--- src/rtl/fp_pkg.sv ---
// Shared constants and FSM state type for the single-precision accumulator path.
package fp_pkg;
  localparam int          FP_W           = 32;
  localparam logic [7:0]  EXP_SPECIAL    = 8'hFF;
  localparam logic [31:0] FP_ZERO        = 32'h0;
  localparam logic [31:0] FP_SPECIAL_OUT = 32'h7FFF_FFFF;

  typedef enum logic {ACC, DONE} state_t;

  function automatic logic is_special(input logic [FP_W-1:0] x);
    return x[30:23] == EXP_SPECIAL;
  endfunction
endpackage

--- src/rtl/acc_fifo.sv ---
// Synchronous FIFO, pointers with an extra wrap bit; no write-through bypass.
module acc_fifo #(
  parameter int DEPTH = 4,
  parameter int W     = 33
) (
  input  logic         clk,
  input  logic         rst,
  input  logic         i_push,
  input  logic [W-1:0] i_data,
  output logic         o_full,
  input  logic         i_pop,
  output logic [W-1:0] o_data,
  output logic         o_empty
);
  localparam int AW = $clog2(DEPTH);

  logic [W-1:0] r_mem [DEPTH];
  logic [AW:0]  r_wr, r_rd;

  assign o_empty = (r_wr == r_rd);
  assign o_full  = (r_wr[AW-1:0] == r_rd[AW-1:0]) && (r_wr[AW] != r_rd[AW]);
  assign o_data  = r_mem[r_rd[AW-1:0]];

  always_ff @(posedge clk or posedge rst) begin
    if (rst) begin
      r_wr <= '0;
      r_rd <= '0;
    end else begin
      if (i_push && !o_full) r_wr <= r_wr + 1'b1;
      if (i_pop && !o_empty) r_rd <= r_rd + 1'b1;
    end
  end

  always_ff @(posedge clk)
    if (i_push && !o_full) r_mem[r_wr[AW-1:0]] <= i_data;
endmodule

--- src/rtl/fp_adder.sv ---
// Combinational single-precision adder: truncating normalisation, Inf/NaN and
// overflow collapse to FP_SPECIAL_OUT, a zero operand passes the other through.
module fp_adder
  import fp_pkg::*;
(
  input  logic [FP_W-1:0] i_a,
  input  logic [FP_W-1:0] i_b,
  output logic [FP_W-1:0] o_sum
);
  logic [FP_W-1:0] w_big, w_small;
  logic [7:0]      w_eb, w_es, w_diff, w_sh;
  logic [23:0]     w_mb, w_ms, w_mal, w_d, w_m;
  logic [24:0]     w_s;
  logic [8:0]      w_e;
  logic [4:0]      w_lz;

  always_comb begin
    o_sum  = FP_ZERO;
    w_big  = i_a;
    w_small = i_b;
    if (i_b[30:0] > i_a[30:0]) begin
      w_big   = i_b;
      w_small = i_a;
    end
    // Denormals use exponent 1 with no hidden bit.
    w_eb   = (w_big[30:23] == 8'd0) ? 8'd1 : w_big[30:23];
    w_es   = (w_small[30:23] == 8'd0) ? 8'd1 : w_small[30:23];
    w_mb   = {w_big[30:23] != 8'd0, w_big[22:0]};
    w_ms   = {w_small[30:23] != 8'd0, w_small[22:0]};
    w_diff = w_eb - w_es;
    w_mal  = (w_diff > 8'd23) ? 24'd0 : (w_ms >> w_diff);
    w_s    = 25'd0;
    w_d    = 24'd0;
    w_lz   = 5'd24;
    w_sh   = 8'd0;
    w_m    = 24'd0;
    w_e    = 9'd0;

    if (w_big[31] == w_small[31]) begin
      w_s = {1'b0, w_mb} + {1'b0, w_mal};
      if (w_s[24]) begin
        w_m = w_s[24:1];
        w_e = {1'b0, w_eb} + 9'd1;
      end else begin
        w_m = w_s[23:0];
        w_e = {1'b0, w_eb};
      end
    end else begin
      w_d = w_mb - w_mal;
      for (int i = 0; i < 24; i++)
        if (w_d[i]) w_lz = 5'(23 - i);
      w_sh = ({3'b0, w_lz} >= w_eb) ? (w_eb - 8'd1) : {3'b0, w_lz};
      w_m  = w_d << w_sh;
      w_e  = {1'b0, w_eb - w_sh};
    end

    if (is_special(i_a) || is_special(i_b))
      o_sum = FP_SPECIAL_OUT;
    else if (i_a[30:0] == 31'd0)
      o_sum = i_b;
    else if (i_b[30:0] == 31'd0)
      o_sum = i_a;
    else if (w_e >= 9'd255)
      o_sum = FP_SPECIAL_OUT;
    else if (w_m == 24'd0)
      o_sum = FP_ZERO;
    else
      o_sum = {w_big[31], (w_m[23] ? w_e[7:0] : 8'd0), w_m[22:0]};
  end
endmodule

--- src/rtl/fp_accumulator.sv ---
// Stream front-end: buffers a packet, folds one element per cycle into a
// running fp sum, and offers total/count/special on a valid/ready output.
module fp_accumulator
  import fp_pkg::*;
#(
  parameter int DEPTH = 4,
  parameter int CNT_W = 16
) (
  input  logic             clk,
  input  logic             rst,
  input  logic             in_valid,
  output logic             in_ready,
  input  logic [31:0]      in_data,
  input  logic             in_last,
  output logic             out_valid,
  input  logic             out_ready,
  output logic [31:0]      out_sum,
  output logic [CNT_W-1:0] out_count,
  output logic             out_special,
  output logic             busy
);
  state_t           r_state, w_nstate;
  logic [FP_W-1:0]  r_acc, w_nacc, w_sum;
  logic [CNT_W-1:0] r_cnt, w_ncnt;
  logic             r_special, w_nspecial;
  logic             w_full, w_empty, w_pop;
  logic [FP_W:0]    w_head;

  acc_fifo #(.DEPTH(DEPTH), .W(FP_W + 1)) u_fifo (
    .clk     (clk),
    .rst     (rst),
    .i_push  (in_valid),
    .i_data  ({in_last, in_data}),
    .o_full  (w_full),
    .i_pop   (w_pop),
    .o_data  (w_head),
    .o_empty (w_empty)
  );

  fp_adder u_add (
    .i_a   (r_acc),
    .i_b   (w_head[FP_W-1:0]),
    .o_sum (w_sum)
  );

  always_ff @(posedge clk or posedge rst) begin
    if (rst) begin
      r_state   <= ACC;
      r_acc     <= FP_ZERO;
      r_cnt     <= '0;
      r_special <= 1'b0;
    end else begin
      r_state   <= w_nstate;
      r_acc     <= w_nacc;
      r_cnt     <= w_ncnt;
      r_special <= w_nspecial;
    end
  end

  always_comb begin
    w_nstate   = r_state;
    w_nacc     = r_acc;
    w_ncnt     = r_cnt;
    w_nspecial = r_special;
    w_pop      = 1'b0;
    case (r_state)
      ACC: if (!w_empty) begin
        w_pop      = 1'b1;
        w_nacc     = w_sum;
        w_ncnt     = (&r_cnt) ? r_cnt : r_cnt + 1'b1;
        w_nspecial = r_special | is_special(w_head[FP_W-1:0]) | is_special(w_sum);
        if (w_head[FP_W]) w_nstate = DONE;
      end
      DONE: if (out_ready) begin
        w_nacc     = FP_ZERO;
        w_ncnt     = '0;
        w_nspecial = 1'b0;
        w_nstate   = ACC;
      end
      default: w_nstate = ACC;
    endcase
  end

  assign in_ready    = !w_full;
  assign out_valid   = (r_state == DONE);
  assign out_sum     = r_acc;
  assign out_count   = r_cnt;
  assign out_special = r_special;
  assign busy        = (r_state == DONE) || (r_cnt != '0);
endmodule

--- config.mk ---
export PLATFORM = sky130hd
export DESIGN_NAME = fp_accumulator
export DESIGN_NICKNAME = d
export VERILOG_FILES = /design/src/rtl/fp_pkg.sv /design/src/rtl/acc_fifo.sv /design/src/rtl/fp_adder.sv /design/src/rtl/fp_accumulator.sv
export SDC_FILE = /design/constraint.sdc
export NUM_CORES = 1
export LEC_CHECK = 0
export CORE_MARGIN = 5
export CORE_UTILIZATION = 50
export DETAILED_ROUTE_END_ITERATION = 16
export GPL_TIMING_DRIVEN = 0
export MAX_ROUTING_LAYER = met4
export PLACE_DENSITY = 0.78
export SYNTH_ARGS = -nofsm -noshare
export SYNTH_HDL_FRONTEND = slang
export SYNTH_SLANG_ARGS = --single-unit
--- constraint.sdc ---
create_clock -name clk -period 38 [get_ports clk]
set_clock_uncertainty 0.2 [all_clocks]
set_input_delay 7.6 -clock clk [delete_from_list [all_inputs] [get_ports clk]]
set_output_delay 7.6 -clock clk [all_outputs]
set_load 0.02 [all_outputs]
=== After elaboration in Yosys (flattened, before gate mapping) ===
Memory sizes are Yosys's and may differ from the RTL's.
Cells that the tools add are included.

* Memories: 1
* Logic and storage cells: 115
* Input port bits: 37
* Output and inout bits: 52
* Bits in registers: 56
* RAM bits: 132

* Equal/unequal tests: 11
* Bitwise operators: 3
* Multiplexer cells: 59
* Add/sub/neg operators: 9
* Reduce and logical (&&, ||, !) cells: 19
* Order comparisons: 4
* Shift operators: 2

{| class="wikitable"
|+ Memory list
! memory !! words !! width !! rd ports !! clocked after Yosys merged registers in !! wr ports !! RTL line !! text
|-
| u_fifo.r_mem || 4 || 33 || 1 || 0 || 1 || acc_fifo.sv:17 || <nowiki>logic [W-1:0] r_mem [DEPTH];</nowiki>
|}

{| class="wikitable"
|+ Operator list
! operator !! number
|-
| 32-bit 2-to-1 mux || 9
|-
| 5-bit 2-to-1 mux || 17
|-
| 24-bit 2-to-1 mux || 3
|-
| 32-bit one-hot mux with 2 select lines || 1
|-
| 31-bit zero test || 2
|-
| 16-bit 2-to-1 mux || 3
|-
| 4-bit 2-to-1 mux || 8
|-
| 8-bit 2-to-1 mux || 4
|-
| 16-bit one-hot mux with 2 select lines || 1
|-
| 31-bit greater-than comparator || 1
|-
| 24-bit by 24-bit adder with 25-bit output || 1
|-
| 8-bit equality test (second input constant) || 3
|-
| 24-bit zero test || 1
|-
| 24-bit by 8-bit << shifter with 24-bit output || 1
|-
| 24-bit by 8-bit >> shifter with 24-bit output || 1
|-
| 24-bit subtractor || 1
|-
| 9-bit 2-to-1 mux || 2
|-
| 16-bit by 1-bit adder with 16-bit output (second input constant) || 1
|-
| 8-bit zero test || 2
|-
| 16-bit AND reduction || 1
|-
| 16-bit nonzero test || 1
|-
| 8-bit nonzero test || 2
|-
| 8-bit subtractor || 2
|-
| 8-bit by 1-bit adder with 9-bit output (second input constant) || 1
|-
| other kinds (20) || 38
|}

=== Depth between registers and ports, before layout ===
Gate-level depths: netlist (run 1).
An unclocked memory read counts as a cell.

* Word-level depth: 48
* Mapped depth: 83

=== By module ===
From an unflattened synthesis (run 1), not the netlist that was laid out.

* Cell total of the unflattened synthesis: 1946
* Area, all modules: 17544.3 um^2

{| class="wikitable"
|+ Modules (own cells, without submodules)
! module !! area an instance (um^2) !! sequential area each (um^2) !! times used !! cells each
|-
| fp_adder || 9962.1 || 0.0 || 1 || 1527
|-
| acc_fifo || 5273.8 || 4113.9 || 1 || 222
|-
| fp_accumulator || 2308.5 || 1251.2 || 1 || 197
|}

=== Worst setup path before layout (run 1) ===
No wires, ideal clock.

* Path type: register -> register
* Start point: reg u_fifo.r_rd[0]
* End point: reg r_acc[27], in the netlist out_sum[27]
* Path slack: 20368 ps
* Library setup time: 136 ps
* Stages on the path, launching flop included: 75
* Data arrival time: 17296 ps
* Cell sequence: dfrtp_1 -> buf_2 -> buf_2 -> buf_1 -> mux4_2 -> ha_1 -> a2111oi_0 -> o221ai_1 -> o211a_1 -> o41ai_4 -> buf_2 -> buf_1 -> buf_1 -> clkbuf_1 -> clkbuf_1 -> buf_1 -> clkbuf_1 -> a211o_1 -> (+39 left out) -> clkbuf_1 -> ha_1 -> o21ai_0 -> a21oi_1 -> o21ai_0 -> nand2b_1 -> a21o_1 -> a211oi_1 -> a31oi_1 -> xnor2_1 -> nand4b_1 -> nor3_1 -> a21oi_1 -> inv_1 -> nor2_1 -> o21ai_0 -> a221oi_1 -> o21ai_0

* Cells in the longest elaborated chain, start to end: 46
* Elaborated cells between the ends (all ways): 68

{| class="wikitable"
|+ Ends and longest elaborated chain
! element !! RTL line !! text
|-
| from (decl) || acc_fifo.sv:18 || <nowiki>logic [AW:0] r_wr, r_rd;</nowiki>
|-
| from (signal assigned) || acc_fifo.sv:30 || <nowiki>if (i_pop && !o_empty) r_rd <= r_rd + 1'b1;</nowiki>
|-
| parallel branches: the longest is 46 deep, another holds memory read 4 x 33 bit || - ||
|-
| to (signal assigned) || fp_accumulator.sv:54 || <nowiki>r_acc <= w_nacc;</nowiki>
|-
| to (decl) || fp_accumulator.sv:23 || <nowiki>logic [FP_W-1:0] r_acc, w_nacc, w_sum;</nowiki>
|}

Several ways; the timed one is not identified. The select of a mux whose other input is x is not followed.
A chain may end at the register's enable or synchronous reset.

=== Worst setup path after layout (run 1) ===
Ends and elaborated chain as after synthesis.

==> results of run 1 <==
-- cell usage after synthesis (9+ instances only) --
master,count
nor2_1,187
a21o_1,26
mux4_2,41
or2_2,12
buf_1,12
nand4_1,22
mux2_2,29
o211ai_1,15
clkbuf_1,61
nand2b_1,20
a211oi_1,36
nor4_1,21
edfxtp_1,132
nand3_1,68
xor2_1,25
ha_1,106
inv_1,114
o21ai_0,126
dfrtp_1,56
o21bai_1,10
nor3_1,50
mux2i_1,57
buf_2,14
a21oi_1,158
o221ai_1,11
o31ai_1,12
xnor2_1,57
and2_1,15
buf_6,13
o22ai_1,10
a221oi_1,18
a211o_1,9
o21a_1,14
or3_1,24
and3_1,16
a31oi_1,11
nand2_1,157
nor2b_1,18
-- flip-flops by register name, indices dropped and copies added, names as in the netlist --
signal,flops
u_fifo.r_wr,3
out_valid,1
out_special,1
u_fifo.r_mem,132
out_count,16
out_sum,32
u_fifo.r_rd,3
-- final cells by class --
class                           instances  area (sq um)  area share (%)
Inverter                              118           443            2.29
Timing Repair Buffer                   90           908            4.70
Sequential cell                       188          5370            27.7
Multi-Input combinational cell       1528         10900            56.6
Buffer                                104           520            2.69
Tap cell                              455           569            2.94
Clock inverter                         13           153           0.789
Clock buffer                           19           433            2.24
-- worst max-delay path by stage --
| stage | endpoint | startpoint | slack (ns) |
|---|---|---|---|
| after floorplan | out_sum[27]$_DFFE_PP0P_ | u_fifo.r_rd[0]$_DFFE_PP0P_ | 20.37 |
| after global placement | out_sum[27]$_DFFE_PP0P_ | u_fifo.r_rd[0]$_DFFE_PP0P_ | 14.48 |
| after detailed placement | out_sum[27]$_DFFE_PP0P_ | u_fifo.r_rd[0]$_DFFE_PP0P_ | 15.38 |
| after CTS | out_sum[27]$_DFFE_PP0P_ | u_fifo.r_rd[0]$_DFFE_PP0P_ | 15.20 |
| after global routing | out_sum[27]$_DFFE_PP0P_ | u_fifo.r_rd[0]$_DFFE_PP0P_ | 13.37 |
| final | out_sum[27]$_DFFE_PP0P_ | u_fifo.r_rd[0]$_DFFE_PP0P_ | 14.95 |
-- per-stage QoR --
stage	utilization (%)	hold slack (ns)	setup WS [ns]	area, sq um
3_5_place_dp	54.7	0.271	15.38	18800
6_report	56.4	0.301	14.95	19300
4_1_cts	56.4	0.302	15.20	19300
2_1_floorplan	-	0.260	20.37	17300
5_1_grt	56.4	0.313	13.37	19300
3_3_place_gp	54.6	0.266	14.48	18700
-- kinds of logic after synthesis --
kind of cell               Yosys count  share of synthesized area, %
buffers and inverters              222                          5.58
other                                1                        0.0217
DFF                                188                          31.1
muxes                              127                          10.5
and+or+nand+nor                    649                          18.5
adders and majority gates          110                          8.15
AOI/OAI and AO/OA                  559                          22.0
xor gates and xnor gates            82                          4.16
-- per-layer routing --
metal / wire length, um / part of all wire (%) / track usage, % / vias up
met2: 28700 / 46 / 51.2 / 809
met5: 0 / 0 / - / -
li1: - / - / - / 7456
met3: 4530 / 7.3 / 4.74 / 158
met1: 25700 / 41 / 41.7 / 7905
met4: 3170 / 5.1 / 14.5 / 0
==> summary.md, run 1 <==
| Metric | Value |
|---|---|
| IO buf count | `88` |
| Skew-Pair Late Insertion Delay | `0.43 ns` |
| N_diodes | `0` |
| Minimum clock period | `23.05 ns` |
| CTS tree | `yes` |
| Postcts setup bufs | `0` |
| Core area | `34300 sq um` |
| Most common cell after layout, fill and taps aside | `nor2_1` |
| Final Non-Filler Cells | `approximately 2500` |
| Slew margin rel. | `18.2%` |
| Placed cells | `approximately 2500` |
| Number of CTS-inserted buffers | `17` |
| FF-to-FF End | `out_sum[27]$_DFFE_PP0P_` |
| Post-synth net total | `2085` |
| Startpoint types | `flip-flop` |
| Site Rows | `68` |
| Initial DRC count | `1597` |
| WP depth | `77` |
| Clock Tree Root | `clkbuf_16` |
| Number of buffers and inverters on the critical path | `16` |
| First-pass GRT wire length | `94700 um` |
| Period utilization | `60.7%` |
| Post-synthesis cell count | `between 1500 and 2000` |
| Final Hold Viols | `0` |
| RSZ-0062 raised after global routing | `no` |
| Setup crit end kind | `flip-flop` |
| Starting Density | `approximately half` |
| Crit-path leading delay family | `compound AO/OA/AOI/OAI gates` |
| Mapped Area | `between 15000 and 20000 sq um` |
| Drt via density | `~6.5` |
| Number of synthesized flops with an enable pin | `around 130` |
| Total gr overflow | `0` |
| Synthesis-to-finish area growth | `12.0%` |
| CTS H-tree lvls | `4` |
| Die width | `196 um` |
| Kind of critical path | `reg2reg` |
| Share of layout cells above drive strength 1 | `around a tenth` |
| Max-Cap Viols | `0` |
| Fraction of registers with async set/reset | `29.8%` |
| Final setup fails | `0` |
| Area leader, netlist | `edfxtp_1` |
| Die Ht | `196 um` |
| Antenna-violating nets left | `0` |
| CP max stage delay | `0.82 ns` |
| Status | `finished clean` |
| Fillers | `slightly above 3000` |
| Crit-path max FO | `10` |
| TNS Setup | `0 ns` |
| Largest net degree at the start of global routing | `37` |
| Worst r2r src | `u_fifo.r_rd[0]$_DFFE_PP0P_` |
| Gpl congestion | `1.00` |
| Vias in the first global route | `~16000` |
| WL final | `about 62000 um` |
| Slowest-stage cell, CP | `o41ai_4` |
| Reg2reg setup slack | `about 15 ns` |
| GRT Total Usage | `roughly a third` |
| DP HPWL | `49100 um` |
| F_max | `43.4 MHz` |
| Antenna violations before repair | `0` |
| Sink Count | `188` |
| Via Count | `16300` |
| # resized after CTS | `0` |
| # IOs | `89` |
| DRC viols | `0` |
| Worst Hold Class | `reg2reg` |
| Die area | `38300 sq um` |
| Largest cells by area after synthesis | `edfxtp_1, dfrtp_1, ha_1` |
| Routed WL per cell | `roughly 25 um` |
| Yosys reg bits | `188` |
| Seq/Total Area, Yosys | `31.1%` |
| CTS Hold Bufs | `0` |
| Worst-margin pin slew | `1.22 ns` |
| Distinct cells, synth | `approximately 110` |
| Syn. warnings | `0` |
| WHS Endpoint | `u_fifo.r_wr[2]$_DFFE_PP0P_` |
| Leading cell types in the layout, fill and taps excluded | `nor2_1, a21oi_1, nand2_1` |
| Bufs on Longest Clock Path | `2` |
| Final #Nets | `2194` |
| CP Data Arrival Time | `23.14 ns` |
| Syn_area_per_cell | `a little under 9 sq um` |
| Worst-case reg-to-reg path depth | `77` |
| Worst Path Required | `38.09 ns` |
| Worst Hold Launch | `u_fifo.r_wr[2]$_DFFE_PP0P_` |
| Main flop type after synthesis | `edfxtp_1` |
| Min-Delay Path Depth | `1` |
| Clock transition at the registers of the reported paths | `0.07 ns` |
| Share of the synthesized area in the top cell type | `23.0%` |
| Slew Viols, Final | `0` |
| DRT Pass-1 Iters | `5` |
Power of run 1 is not shown: default switching activity piles up to over one toggle a cycle in this logic, so the estimate is an artifact.
==> run 2: changes to the inputs <==
--- a/config.mk
+++ b/config.mk
@@ -10,7 +10,7 @@
 export DETAILED_ROUTE_END_ITERATION = 16
 export GPL_TIMING_DRIVEN = 0
 export MAX_ROUTING_LAYER = met4
-export PLACE_DENSITY = 0.78
+export PLACE_DENSITY = 0.81
 export SYNTH_ARGS = -nofsm -noshare
 export SYNTH_HDL_FRONTEND = slang
 export SYNTH_SLANG_ARGS = --single-unit
==> constraint.sdc (replaced) <==
create_clock -name clk -period 19.2 [get_ports clk]
set_clock_uncertainty 0.2 [all_clocks]
set_input_delay 3.84 -clock clk [delete_from_list [all_inputs] [get_ports clk]]
set_output_delay 3.84 -clock clk [all_outputs]
set_load 0.02 [all_outputs]
==> summary.md, run 2 (same netlist as run 1, synthesis figures left out) <==
| Metric | Value |
|---|---|
| Period utilization | `95.3%` |
| Synthesis-to-finish area growth | `13.2%` |
| Slew Viols, Final | `0` |
| Status | `finished clean` |
| Worst Hold Launch | `u_fifo.r_wr[2]$_DFFE_PP0P_` |
| Vias in the first global route | `16000` |
| Worst Path Required | `a little under 20 ns` |
| # IOs | `89` |
| Die area | `between 30000 and 40000 sq um` |
| GRT Total Usage | `32.5%` |
| Final #Nets | `2199` |
| Final Core Density | `57.0%` |
| Worst-margin pin slew | `1.09 ns` |
| Crit-path leading delay family | `compound AO/OA/AOI/OAI gates` |
| Crit. Startpoint | `u_fifo.r_rd[1]$_DFFE_PP0P_` |
| Max-Cap Viols | `0` |
| Worst Hold Class | `reg2reg` |
| Slew margin rel. | `26.6%` |
| Largest net degree at the start of global routing | `35` |
| Clock transition at the registers of the reported paths | `about 0.080 ns` |
| CP max stage delay | `0.58 ns` |
| CP Data Arrival Time | `18.40 ns` |
| Number of buffers and inverters on the critical path | `11` |
| Leading cell types in the layout, fill and taps excluded | `nor2_1, nand2_1, a21oi_1` |
| Post-route cell area | `19500 sq um` |
| Die width | `196 um` |
| Routed WL per cell | `24.7 um` |
| RSZ-0062 raised after global routing | `no` |
| TNS Setup | `0 ns` |
| N_diodes | `0` |
| Final setup fails | `0` |
| F_max | `54.7 MHz` |
| Sink Count | `188` |
| DRT Pass-1 Iters | `7` |
| DRC viols | `0` |
| IO buf count | `88` |
| Most common cell after layout, fill and taps aside | `nor2_1` |
| Die Ht | `196 um` |
| Skew-Pair Late Insertion Delay | `0.44 ns` |
| Worst r2r src | `u_fifo.r_rd[1]$_DFFE_PP0P_` |
| Core area | `~34000 sq um` |
| Final Hold Viols | `0` |
| DP HPWL | `48700 um` |
| Number of CTS-inserted buffers | `17` |
| CTS tree | `yes` |
| Antenna violations before repair | `0` |
| Startpoint types | `flip-flop` |
| Kind of critical path | `reg2reg` |
| Initial DRC count | `around 1700` |
| Antenna-violating nets left | `0` |
| Site Rows | `68` |
| Starting Density | `approximately 50%` |
| Max FFs per register | `132` |
| Dpl cell area | `18800 sq um` |
| Via Count | `16500` |
| Crit-path max FO | `19` |
| CTS H-tree lvls | `4` |
| Share of layout cells above drive strength 1 | `12.1%` |
| Total gr overflow | `0` |
| Slowest-stage cell, CP | `dfrtp_1` |
| Clock Tree Root | `clkbuf_16` |
| Worst hold slack | `0.289 ns` |
| Setup crit end kind | `flip-flop` |
| WL final | `62200 um` |
| Gpl congestion | `around 1.0` |
| Minimum clock period | `around 18 ns` |
| Most frequent CP cell | `o21ai_0` |
| First-pass GRT wire length | `94800 um` |
| Bufs on Longest Clock Path | `2` |
| Drt via density | `6.55` |
## run 2: cell count changes in the layout (fill, tap and decap cells not counted), sizes merged
cell	change
bufinv	-2
clkinv	+4
buf	+6
inv	+1
clkbuf	-3
clkinvlp	-2
## run 2: timing repair
item | in CTS | in global routing
pin swaps | 3 | 3
setup endpoints to repair | 33 | 33
setup buffers | 5 | 4
gates resized for setup | 37 | 22
endpoints found under the hold margin | 0 | 0
hold buffers | 0 | 0
## run 2: area by class of cell
type / count / area, sq um
fillers: 3054 / 14700
well taps: 455 / 569
multi-input cells: 1528 / 11100
flip-flops and latches: 188 / 5370
repair buffers: 99 / 973
plain buffers: 100 / 547
clock buffers: 17 / 425
clock inverters: 14 / 130
inverters: 118 / 444
## run 2: final timing paths
path                                              end  slack [ns]  cells after the start
max                           out_sum[27]$_DFFE_PP0P_        0.90                     74
min                        u_fifo.r_wr[2]$_DFFE_PP0P_        0.29                      1
max reg2reg                   out_sum[27]$_DFFE_PP0P_        0.90                     74
min reg2reg                u_fifo.r_wr[2]$_DFFE_PP0P_        0.29                      1
max in group asynchronous      out_sum[8]$_DFFE_PP0P_       14.63                      3
min in group asynchronous  u_fifo.r_rd[1]$_DFFE_PP0P_        3.57                      2
## run 2: per-stage QoR
stage	setup slack (ns)	instances
after detailed placement	-4.21	2483
final	0.904	2519
after CTS	0.0619	2518
after global placement	-4.39	2481
after floorplan	1.57	1938
after global routing	0.000496	2519
## run 2: routing by layer
layer	part of all wire, %	track usage [%]	wire length (um)	vias up
met3	8.3	4.29	5130	212
met2	47	52.1	29000	960
met1	40	41.6	24900	7870
met5	0	-	0	-
li1	-	-	-	7456
met4	5.1	14.0	3150	0
Power of run 2 is left out for the same reason.
